--- src/rtl/feed_cmd_tx.sv ---
// feed_cmd_tx -- serial command transmitter for the feeder controller link.
//
// Frames a 1-bit command with an 8-bit data byte and drives it onto one
// UART-style line, LSB first:
//   start(0), dado[0..7], comando, [even parity], stop(1)
//
// Optional feature: define FEED_CMD_TX_PARITY_EN to insert an even-parity bit
// after the comando bit (12-bit frame instead of 11).
//
// Parameters:
//   CLKS_PER_BIT  clock cycles per serial bit (>= 2)
// Ports:
//   clock         system clock, rising edge
//   reset         synchronous active-low reset
//   partida       start request, sampled only in espera
//   comando       command bit, latched at accept
//   dado[7:0]     data byte, latched at accept
//   saida_serial  registered serial line, idles high
//   ocupado       high from accept through the pronto cycle
//   pronto        one-cycle pulse when a frame completes
//   db_estado     current FSM state (debug)
module feed_cmd_tx #(
    parameter int CLKS_PER_BIT = 434
) (
    input  logic       clock,
    input  logic       reset,
    input  logic       partida,
    input  logic       comando,
    input  logic [7:0] dado,
    output logic       saida_serial,
    output logic       ocupado,
    output logic       pronto,
    output logic [2:0] db_estado
);

`ifdef FEED_CMD_TX_PARITY_EN
    localparam int N_BITS = 12;
`else
    localparam int N_BITS = 11;
`endif
    localparam int TW = (CLKS_PER_BIT > 2) ? $clog2(CLKS_PER_BIT) : 1;

    typedef enum logic [2:0] {
        st_inicial     = 3'b000,
        st_espera      = 3'b001,
        st_transmissao = 3'b010,
        st_final       = 3'b011
    } state_t;

    state_t            state, next_state;
    logic [N_BITS-1:0] shreg;
    logic [N_BITS-1:0] frame;
    logic [TW-1:0]     tick;
    logic [3:0]        bitcnt;
    logic              tick_end;
    logic              last_bit;
    logic              accept;

    assign tick_end  = (tick == TW'(CLKS_PER_BIT - 1));
    assign last_bit  = (bitcnt == 4'(N_BITS - 1));
    assign accept    = (state == st_espera) && partida;
    assign db_estado = state;

    // Shift register holds the frame with the first line bit at [0];
    // stop bit sits at the MSB and ones are shifted in behind it.
`ifdef FEED_CMD_TX_PARITY_EN
    assign frame = {1'b1, ^{comando, dado}, comando, dado, 1'b0};
`else
    assign frame = {1'b1, comando, dado, 1'b0};
`endif

    always_comb begin
        next_state = state;
        case (state)
            st_inicial:     next_state = st_espera;
            st_espera:      if (partida) next_state = st_transmissao;
            st_transmissao: if (tick_end && last_bit) next_state = st_final;
            st_final:       next_state = st_espera;
            default:        next_state = st_inicial;
        endcase
    end

    // Outputs are registered from the current state, so they trail the
    // state register by one cycle: the start bit appears the edge after
    // accept and pronto appears the edge after the last bit period ends.
    always_ff @(posedge clock) begin
        if (!reset) begin
            state        <= st_inicial;
            shreg        <= '1;
            tick         <= '0;
            bitcnt       <= '0;
            saida_serial <= 1'b1;
            ocupado      <= 1'b0;
            pronto       <= 1'b0;
        end else begin
            state <= next_state;
            if (accept) begin
                shreg  <= frame;
                tick   <= '0;
                bitcnt <= '0;
            end else if (state == st_transmissao) begin
                if (tick_end) begin
                    tick   <= '0;
                    bitcnt <= bitcnt + 4'd1;
                    shreg  <= {1'b1, shreg[N_BITS-1:1]};
                end else begin
                    tick <= tick + 1'b1;
                end
            end
            saida_serial <= (state == st_transmissao) ? shreg[0] : 1'b1;
            ocupado      <= (state == st_transmissao) || (state == st_final);
            pronto       <= (state == st_final);
        end
    end

endmodule

--- config.mk ---
export PLATFORM = sky130hd
export DESIGN_NAME = feed_cmd_tx
export DESIGN_NICKNAME = d
export VERILOG_FILES = /design/src/rtl/feed_cmd_tx.sv
export SDC_FILE = /design/constraint.sdc
export NUM_CORES = 1
export LEC_CHECK = 0
export CAP_MARGIN = 20
export CORE_MARGIN = 1.5
export CORE_UTILIZATION = 40
export CTS_BUF_LIST = sky130_fd_sc_hd__clkbuf_4
export CTS_CLUSTER_SIZE = 8
export DETAILED_ROUTE_END_ITERATION = 7
export PLACE_DENSITY = 0.71
export SLEW_MARGIN = 20
export SYNTH_ARGS = -nofsm -noshare
export SYNTH_HDL_FRONTEND = slang
export SYNTH_SLANG_ARGS = --single-unit
--- constraint.sdc ---
create_clock -name clock -period 1.9 [get_ports clock]
set_clock_uncertainty 0.05 [all_clocks]
set_input_delay 0.19 -clock clock [delete_from_list [all_inputs] [get_ports clock]]
set_output_delay 0.19 -clock clock [all_outputs]
set_load 0.05 [all_outputs]
==> metrics.txt <==
Final Cycle Share roughly 94%; Synth Register Bits 28; max-capacitance violation count 0; Synth Flop Type dfxtp_1; CTS tree built; Placer Congestion roughly 0.72; I/O Pins 18; final setup fails 0; Initial Utilization a little over two fifths; # diodes 0; Place WS around 0.13 ns; Hold WC Path Type in2reg; 1st-iter DRT viols 13; maximum vdd drop roughly 0.00065 V; CP required 1.66 ns; RSZ-0062 raised after global routing false; kind of critical path reg2out; post-layout util between 50 and 60%; area grow syn2layout 17.2%; Fin Hold WS approximately 0.36 ns; die area around 0.0037 mm^2; clock tree buffer depth 2; warnings from Yosys 0; fin area between 0.0015 and 0.002 mm^2; DIE HEIGHT around 61 um; H-Tree Depth 1; total track usage between 10% and 20%; WP buf/inv 1; fmax around 560 MHz; WL final between 2000 and 2500 um; Crit. End Element primary output; Detail Route Antenna Nets 0; vias in the first global route roughly 990; Die W 60.8 um; Inst Count DP ~210; slowest stage delay, CP 0.81 ns; DP Area about 0.0015 mm^2; share of layout cells above drive strength 1 a little under a tenth; initial antenna violation count 0; Hold Buf Count CTS 0; Sequential Power Share 50.2%; Layout Cells excl Fill between 200 and 250; total gr overflow 0; CP cell instances clkdlybuf4s50_1; FP Rows 20; first-pass GRT wire length roughly 4300 um; Hold Vio Cnt, Final 0; Post-Synthesis Cells about 150; Clock transition at path regs around 0.15 ns; Residual DRC 0; Internal ~920 uW; Tmin final 1.79 ns; nets 188; Final Power about 1.4 mW; crit path max fanout 5; PostCTS Resize Cnt 0; post-detailed-route wirelength per cell about 11 um; status finished clean; CP delay by family, top buffers and inverters; Mean Syn Cell Area roughly 8.8 um^2; Critical-path top delay cell clkdlybuf4s50_1; core area roughly 0.0031 mm^2; Sw Share 35.0%; fin worst setup slack approximately 0.11 ns; post-synth cell types 36; pwr dens around 910 mW/mm^2; Synth Cell Area 0.00134 mm^2; startpoint types flop; Post-synth ARST share 0%; largest net degree at the start of global routing 19; TritonCTS buffer count 3; Seq/Total Area, Yosys 42.0%; Post-synth EDFFs 0; post-route setup TNS 0 ns; I/O Buffers 16; root cell of the clock tree clkbuf_4; Comb pwr share 32.5%; post-CTS setup buffer count 0; clock power share between 15 and 20%; Slew @ Worst Pin ~0.51 ns; post-synth net total between 150 and 200; length of the first detailed-routing pass in iterations 4; Via density between 4 and 5; CP arrival between 1.5 and 2 ns; Worst-Skew Late Latency ~0.32 ns; clk sinks 28; via count ~1000; Slew Viols, Final 0; Leak just over 0.6 nW; NetSw between 400 and 500 uW; Max transition margin 65.8%; DP Wirelength approximately 1800 um
[synthesized netlist by cell type, types with 2 or more instances]
master     n  area, um^2
a311oi_1   5        43.8
nand2_1    5        18.8
xor2_1     5        43.8
nand3_1    6        30.0
xnor2_1    5        43.8
buf_2      3        15.0
nor3_1     2        10.0
nor2_2     2        12.5
mux2i_1    3        30.0
nor2_1    26        97.6
a21oi_1    2        10.0
and2_1     2        12.5
or3_1      9        56.3
a211oi_1   2        15.0
a31oi_1    3        18.8
dfxtp_1   28         561
ha_1       7        87.6
nand3_2    2        20.0
clkbuf_1   3        11.3
nand4_1    3        18.8
inv_1     12        45.0
o21ai_0    2        10.0
and3_1     2        12.5
[metal layers]
| layer | global-route usage [%] | vias to the layer above | part of all wire, % |
|---|---|---|---|
| li1 | - | 543 | - |
| met3 | 2.13 | 2 | 2.7 |
| met4 | 5.59 | 0 | 1.1 |
| met5 | 0 | - | 0 |
| met2 | 24.1 | 13 | 49 |
| met1 | 21.9 | 489 | 47 |
[cell type report]
type / instances / area (um^2)
Tap cell: 44 / 55.1
Clock inverter: 1 / 3.75
Multi-Input combinational cell: 103 / 681
Clock buffer: 3 / 22.5
Fill cell: 307 / 1540
Timing Repair Buffer: 20 / 190
Sequential cell: 28 / 563
Inverter: 13 / 48.8
[kinds of logic (layout without fill, tap and decap cells)]
kind of cell / Yosys count / in the layout / synth area share, %
AOI/OAI and AO/OA: 17 / 17 / 9.56
and+or+nand+nor: 65 / 65 / 25.8
buffers and inverters: 21 / 37 / 7.03
DFF: 28 / 28 / 42.0
adders and majority gates: 7 / 7 / 6.56
other: 1 / 1 / 0.281
muxes: 3 / 3 / 2.25
xor gates and xnor gates: 10 / 10 / 6.56
[power groups by stage]
| stage | clock network, mW | logic [mW] | registers, mW |
|---|---|---|---|
| final | 0.245 | 0.463 | 0.714 |
| after global routing | 0.283 | 0.518 | 0.723 |
| after CTS | 0.257 | 0.467 | 0.713 |
| after detailed placement | 0 | 0.465 | 0.726 |
| after global placement | 0 | 0.448 | 0.723 |
| after floorplan | 0 | 0.238 | 0.812 |
[state kept, by name, indices dropped and copies added (netlist names)]
name          flops
shreg            10
ocupado           1
saida_serial      1
tick              9
db_estado         2
bitcnt            4
pronto            1
[cells in the final DEF, fill, tap and decap left out, types with 2 or more instances in the layout]
cell type        instances
nor2_1                  26
dfxtp_1                 26
clkdlybuf4s50_1         16
inv_1                   12
or3_1                    9
ha_1                     7
nand3_1                  6
nand2_1                  5
xor2_1                   5
xnor2_1                  5
a311oi_1                 5
buf_4                    4
nand4_1                  3
mux2i_1                  3
a31oi_1                  3
clkbuf_4                 3
and2_1                   2
nand3_2                  2
and3_1                   2
nor3_1                   2
o21ai_0                  2
a21oi_1                  2
a211oi_1                 2
nor2_2                   2
dfxtp_2                  2
[path summary, 6_finish.rpt]
kind	slack (ns)	to	cells past startpoint	startpoint
min	0.36	shreg[2]	3	dado[1]
max reg2reg	0.16	shreg[7]	6	db_estado[1]
max	0.11	db_estado[1]	1	db_estado[1]
min reg2reg	0.43	saida_serial	1	shreg[0]
Note: power is estimated with default switching activity, not from simulation.
